File: src/rtl/serial_frame_tx.sv
// Serial frame transmitter: sends start bit, 2-bit port, 4-bit length and N payload bits,
// one bit per clkEn strobe, and shows the remaining payload count on a seven-segment display.
module serial_frame_tx #(
    parameter int DATA_W = 16
) (
    input  logic              clk,
    input  logic              rst,
    input  logic              clkEn,
    input  logic              start,
    input  logic [1:0]        port,
    input  logic [3:0]        len,
    input  logic [DATA_W-1:0] data,
    output logic              SerOut,
    output logic              busy,
    output logic              Done,
    output logic [6:0]        SSD_Out
);

    localparam logic [2:0] S_IDLE = 3'd0;
    localparam logic [2:0] S_ARM  = 3'd1;
    localparam logic [2:0] S_STRT = 3'd2;
    localparam logic [2:0] S_PORT = 3'd3;
    localparam logic [2:0] S_LEN  = 3'd4;
    localparam logic [2:0] S_DATA = 3'd5;
    localparam logic [2:0] S_DONE = 3'd6;

    logic [2:0]        state_q, state_d;
    logic [1:0]        cnt_q, cnt_d;
    logic [1:0]        port_q, port_d;
    logic [3:0]        len_q, len_d;
    logic [DATA_W-1:0] shift_q, shift_d;
    logic [3:0]        rem_q, rem_d;
    logic              serout_q, serout_d;

    always_comb begin
        // NOTE: every variable gets its hold value first so no path through the case infers a latch.
        state_d = state_q;
        cnt_d   = cnt_q;
        port_d  = port_q;
        len_d   = len_q;
        shift_d = shift_q;
        rem_d   = rem_q;

        case (state_q)
            S_IDLE: begin
                if (start) begin
                    port_d  = port;
                    len_d   = len;
                    shift_d = data;
                    rem_d   = len;
                    cnt_d   = 2'd0;
                    state_d = S_ARM;
                end
            end
            S_ARM: begin
                if (clkEn) state_d = S_STRT;
            end
            S_STRT: begin
                if (clkEn) begin
                    state_d = S_PORT;
                    cnt_d   = 2'd1;
                end
            end
            S_PORT: begin
                if (clkEn) begin
                    if (cnt_q == 2'd0) begin
                        state_d = S_LEN;
                        cnt_d   = 2'd3;
                    end else begin
                        cnt_d = cnt_q - 2'd1;
                    end
                end
            end
            S_LEN: begin
                if (clkEn) begin
                    if (cnt_q == 2'd0) begin
                        state_d = (len_q != 4'd0) ? S_DATA : S_DONE;
                    end else begin
                        cnt_d = cnt_q - 2'd1;
                    end
                end
            end
            S_DATA: begin
                if (clkEn) begin
                    shift_d = shift_q >> 1;
                    rem_d   = rem_q - 4'd1;
                    if (rem_q == 4'd1) state_d = S_DONE;
                end
            end
            S_DONE: begin
                state_d = S_IDLE;
            end
            default: begin
                state_d = S_IDLE;
            end
        endcase

        // The line value is computed from the next state so the register holds the bit of the upcoming cycle.
        case (state_d)
            S_STRT:  serout_d = 1'b0;
            S_PORT:  serout_d = port_d[cnt_d[0]];
            S_LEN:   serout_d = len_d[cnt_d];
            S_DATA:  serout_d = shift_d[0];
            default: serout_d = 1'b1;
        endcase
    end

    always_ff @(posedge clk or negedge rst) begin
        // NOTE: sequential state uses non-blocking assignments so all flops update together at the edge.
        if (!rst) begin
            state_q  <= S_IDLE;
            cnt_q    <= '0;
            port_q   <= '0;
            len_q    <= '0;
            shift_q  <= '0;
            rem_q    <= '0;
            serout_q <= 1'b1;
        end else begin
            state_q  <= state_d;
            cnt_q    <= cnt_d;
            port_q   <= port_d;
            len_q    <= len_d;
            shift_q  <= shift_d;
            rem_q    <= rem_d;
            serout_q <= serout_d;
        end
    end

    assign SerOut = serout_q;
    assign busy   = (state_q != S_IDLE);
    assign Done   = (state_q == S_DONE);

    // rem_q is zero in IDLE and DONE, so the display needs no state qualification.
    always_comb begin
        SSD_Out = 7'b0111111;
        case (rem_q)
            4'h0: SSD_Out = 7'b0111111;
            4'h1: SSD_Out = 7'b0000110;
            4'h2: SSD_Out = 7'b1011011;
            4'h3: SSD_Out = 7'b1001111;
            4'h4: SSD_Out = 7'b1100110;
            4'h5: SSD_Out = 7'b1101101;
            4'h6: SSD_Out = 7'b1111101;
            4'h7: SSD_Out = 7'b0000111;
            4'h8: SSD_Out = 7'b1111111;
            4'h9: SSD_Out = 7'b1101111;
            4'hA: SSD_Out = 7'b1110111;
            4'hB: SSD_Out = 7'b1111100;
            4'hC: SSD_Out = 7'b0111001;
            4'hD: SSD_Out = 7'b1011110;
            4'hE: SSD_Out = 7'b1111001;
            4'hF: SSD_Out = 7'b1110001;
            default: SSD_Out = 7'b0111111;
        endcase
    end

endmodule

File: config.mk
export PLATFORM = sky130hd
export DESIGN_NAME = serial_frame_tx
export DESIGN_NICKNAME = d
export VERILOG_FILES = /design/src/rtl/serial_frame_tx.sv
export SDC_FILE = /design/constraint.sdc
export NUM_CORES = 1
export LEC_CHECK = 0
export BUFFER_PORTS_ARGS = -buffer_cell sky130_fd_sc_hd__buf_2
export CAP_MARGIN = 5
export CELL_PAD_IN_SITES_DETAIL_PLACEMENT = 1
export CELL_PAD_IN_SITES_GLOBAL_PLACEMENT = 1
export CORE_MARGIN = 8
export CORE_UTILIZATION = 39
export CTS_CLUSTER_SIZE = 8
export DETAILED_ROUTE_END_ITERATION = 8
export HOLD_SLACK_MARGIN = 0.03
export PLACE_DENSITY = 0.77
export SYNTH_ARGS = -nofsm -noshare
export SYNTH_HDL_FRONTEND = slang
export SYNTH_SLANG_ARGS = --single-unit
File: constraint.sdc
create_clock -name clk -period 1.8 [get_ports clk]
set_input_delay 0.09 -clock clk [delete_from_list [all_inputs] [get_ports clk]]
set_output_delay 0.09 -clock clk [all_outputs]
set_load 0.01 [all_outputs]
==> key figures <==
Final layout
  • Antenna Cells: 0
  • Finished Cell Area: between 0.002 and 0.003 mm²
  • Nets@finish: 298
  • Commonest cells after routing, fill and taps aside: 34 x buf_2, 34 x buf_4, 28 x dfrtp_1
  • Area growth from synthesis to layout: 38.26%
  • Share of layout cells above drive strength 1: 46.18%

Synthesis
  • Asr flop ratio synth: 100.0%
  • Mapped cell area: slightly below 0.002 mm²
  • Register bit total from synthesis: 32
  • Yosys Warn Count: 0
  • Synth unique cells: 51
  • Syn Nets: between 200 and 250
  • Top FF cell, synth: dfrtp_1
  • Post-synth EDFFs: 0
  • Sequential fraction of the synthesis area: between 40% and 50%
  • Syn Inst Count: between 150 and 200
  • Synthesized area per cell: between 10 and 15 µm²

Run
  • Max-Cap Viols: 0

Clock tree
  • CTS clk-pin slew, worst paths: 70 ps
  • Total CTS buffers: 5
  • CTS tree: yes
  • CTS H-tree lvls: 2
  • Max Root-Sink Buffers: 2
  • Num Clock Sinks: 32
  • Clk_lat worst skew: 290 ps
  • Root cell of the clock tree: clkbuf_8

Power
  • LEAKAGE: approximately 0.0013 µW
  • Power per Cell Area: 1858 mW/mm²
  • Max VDD drop: just over 0.8 mV

Placed design
  • IO buf count: 35
  • Post-place instance area: about 0.0024 mm²
  • DP Wirelength: 4007 µm
  • GP Congestion: about 0.82

Timing
  • Final Hold Vio Count: 0
  • Fin crit share: 105.6%
  • Sum Neg Setup Slack: -156.1 ps
  • RSZ-0062 raised after global routing: yes
  • Post-route setup slack: -100.2 ps
  • Final Setup Violations: 2
  • Clk_skew: about 6.5 ps
  • Max Freq: between 500 and 600 MHz
  • Fin crit period: between 1500 and 2000 ps
  • Max Transition Viols Final: 0
  • Max-slew headroom: ~51%
  • Slew at the pin closest to its max-slew limit: ~730 ps

Die
  • Die Span Y: 87.00 µm
  • Io pins: 36
  • Initial Util: 39.49%
  • Die footprint: between 0.007 and 0.008 mm²
  • Die width: a little under 90 µm
  • Std cell rows: 26
  • Core Area: about 0.005 mm²

Setup path
  • Crit. End Element: register
  • WS Path Type: register to register
  • Data arrival, critical path: around 2100 ps
  • Critical Path RT: between 2000 and 2500 ps
  • R2R depth: 5
  • R2r setup slk: -100 ps
  • CP max FO: 8
  • Reg2reg start: state_q[1]
  • CP startpoint kind: register
  • R2R Path End: SerOut

Drt
  • DRT iter0 DRCs: between 100 and 150
  • Drt first pass iters: 7
  • Drc violations: 0
  • Vias post-DR: approximately 1800
  • Vias/cell: between 5 and 6
  • Drt total wl: around 6000 µm
  • DRT antenna net count: 0
  • DR WL/cell: 18.20 µm

GRT
  • First-pass GRT wire length: around 10000 µm
  • Vias in the first global route: 1974
  • Antenna violations before repair: 0
  • Grt ovf: 0
  • Tot GR Track Use: about 17%
  • Largest net degree at the start of global routing: 33

Worst hold path
  • Hold Path Cell Cnt: 3
  • Min-delay worst type: primary input to register
  • Hold EP: shift_q[7]
  • HP Start: data[7]

Outcome
  • Status: finished with violations
  • Failing checks: negative setup slack
[worst max path at each step]
stage	from	end	slack (ps)	cells after the start
after floorplan	state_q[0]	SerOut	-20	6
after global routing	state_q[0]	SerOut	-180	7
after detailed placement	cnt_q[0]	SerOut	-230	8
final	state_q[1]	SerOut	-100	5
after CTS	cnt_q[1]	SerOut	-90	8
after global placement	state_q[1]	SerOut	-120	5
[where the power goes]
group	leakage, µW	internal (µW)	switching [µW]
registers	0.000391	1080	268
clock network	0.0000510	305	272
logic	0.000879	1650	1480
[critical path: stages, from the launching register on]
cell and delay, ps:
dfrtp_2 470, and4bb_2 310, o41ai_4 490, mux2i_1 250, mux2i_1 100, o211a_1 230
[cell type report]
type	count	area [µm²]
clock inverter	2	10.01
multi-input combinational	121	1101
timing repair buffer	77	533.0
inverter	24	97.59
sequential	32	805.8
tap	70	87.58
clock buffer	6	82.58
fill	569	2260
[cell families after synthesis]
logic type / count (synthesis) / synth area share [%]
buf+inv: 38 / 8.657
fa+ha+maj: 11 / 7.002
flops: 32 / 40.80
xor+xnor: 1 / 0.4457
mux: 15 / 8.721
compound gates: 49 / 20.43
simple gates: 45 / 13.94
[repair_timing]
action                                  CTS  global route
hold buffers                              2             0
endpoints found under the setup margin    7            10
resized for setup                        22            17
hold endpoints to repair                 32             0
pin swaps                                 6             9
buffers inserted                          7             3
[sequential cells by signal (all words and copies together), names as in the netlist]
name     cells
cnt_q        2
port_q       2
shift_q     16
rem_q        4
state_q      3
len_q        4
SerOut       1
[metal layers]
| metal | global-route usage [%] | share of wire (%) | vias to the layer above |
|---|---|---|---|
| met3 | 5.000 | 5.2 | 5 |
| met5 | 0 | 0 | - |
| li1 | - | - | 844 |
| met1 | 20.26 | 46 | 894 |
| met2 | 28.31 | 48 | 42 |
| met4 | 3.756 | 0.61 | 0 |
[per-stage QoR]
| step | setup WS (ps) | std cells | util, % | power, µW | hold slack, ps |
|---|---|---|---|---|---|
| 3_3_place_gp | -115.1 | 312 | 47.84 | 3723 | 178.3 |
| 6_report | -100.2 | 332 | 54.60 | 5050 | 40.39 |
| 3_5_place_dp | -225.5 | 312 | 47.84 | 3832 | 172.6 |
| 2_1_floorplan | -17.69 | 191 | - | 2907 | -205.6 |
| 4_1_cts | -85.43 | 329 | 52.82 | 4763 | 35.36 |
| 5_1_grt | -181.5 | 332 | 54.60 | 5398 | 41.41 |
[cells in the mapped netlist, types with 2 or more instances]
library cell,number,area (µm²)
nor2b_1,4,25.02
a32oi_1,2,17.52
mux2_2,7,78.83
o21ai_1,2,10.01
nor4bb_1,2,20.02
and3_1,2,12.51
mux2i_1,7,70.07
dfrtp_1,31,775.7
nand3_1,4,20.02
buf_2,4,20.02
nor3_1,3,15.01
clkbuf_1,6,22.52
ha_1,11,137.6
nand2_1,11,41.29
a31oi_1,2,12.51
a222oi_1,15,150.1
nand2b_1,2,12.51
o21ai_0,8,40.04
buf_4,2,15.01
buf_6,2,22.52
inv_1,24,90.09
a21oi_1,7,35.03
nor2_1,5,18.77
(Power assumes the default switching activity.)
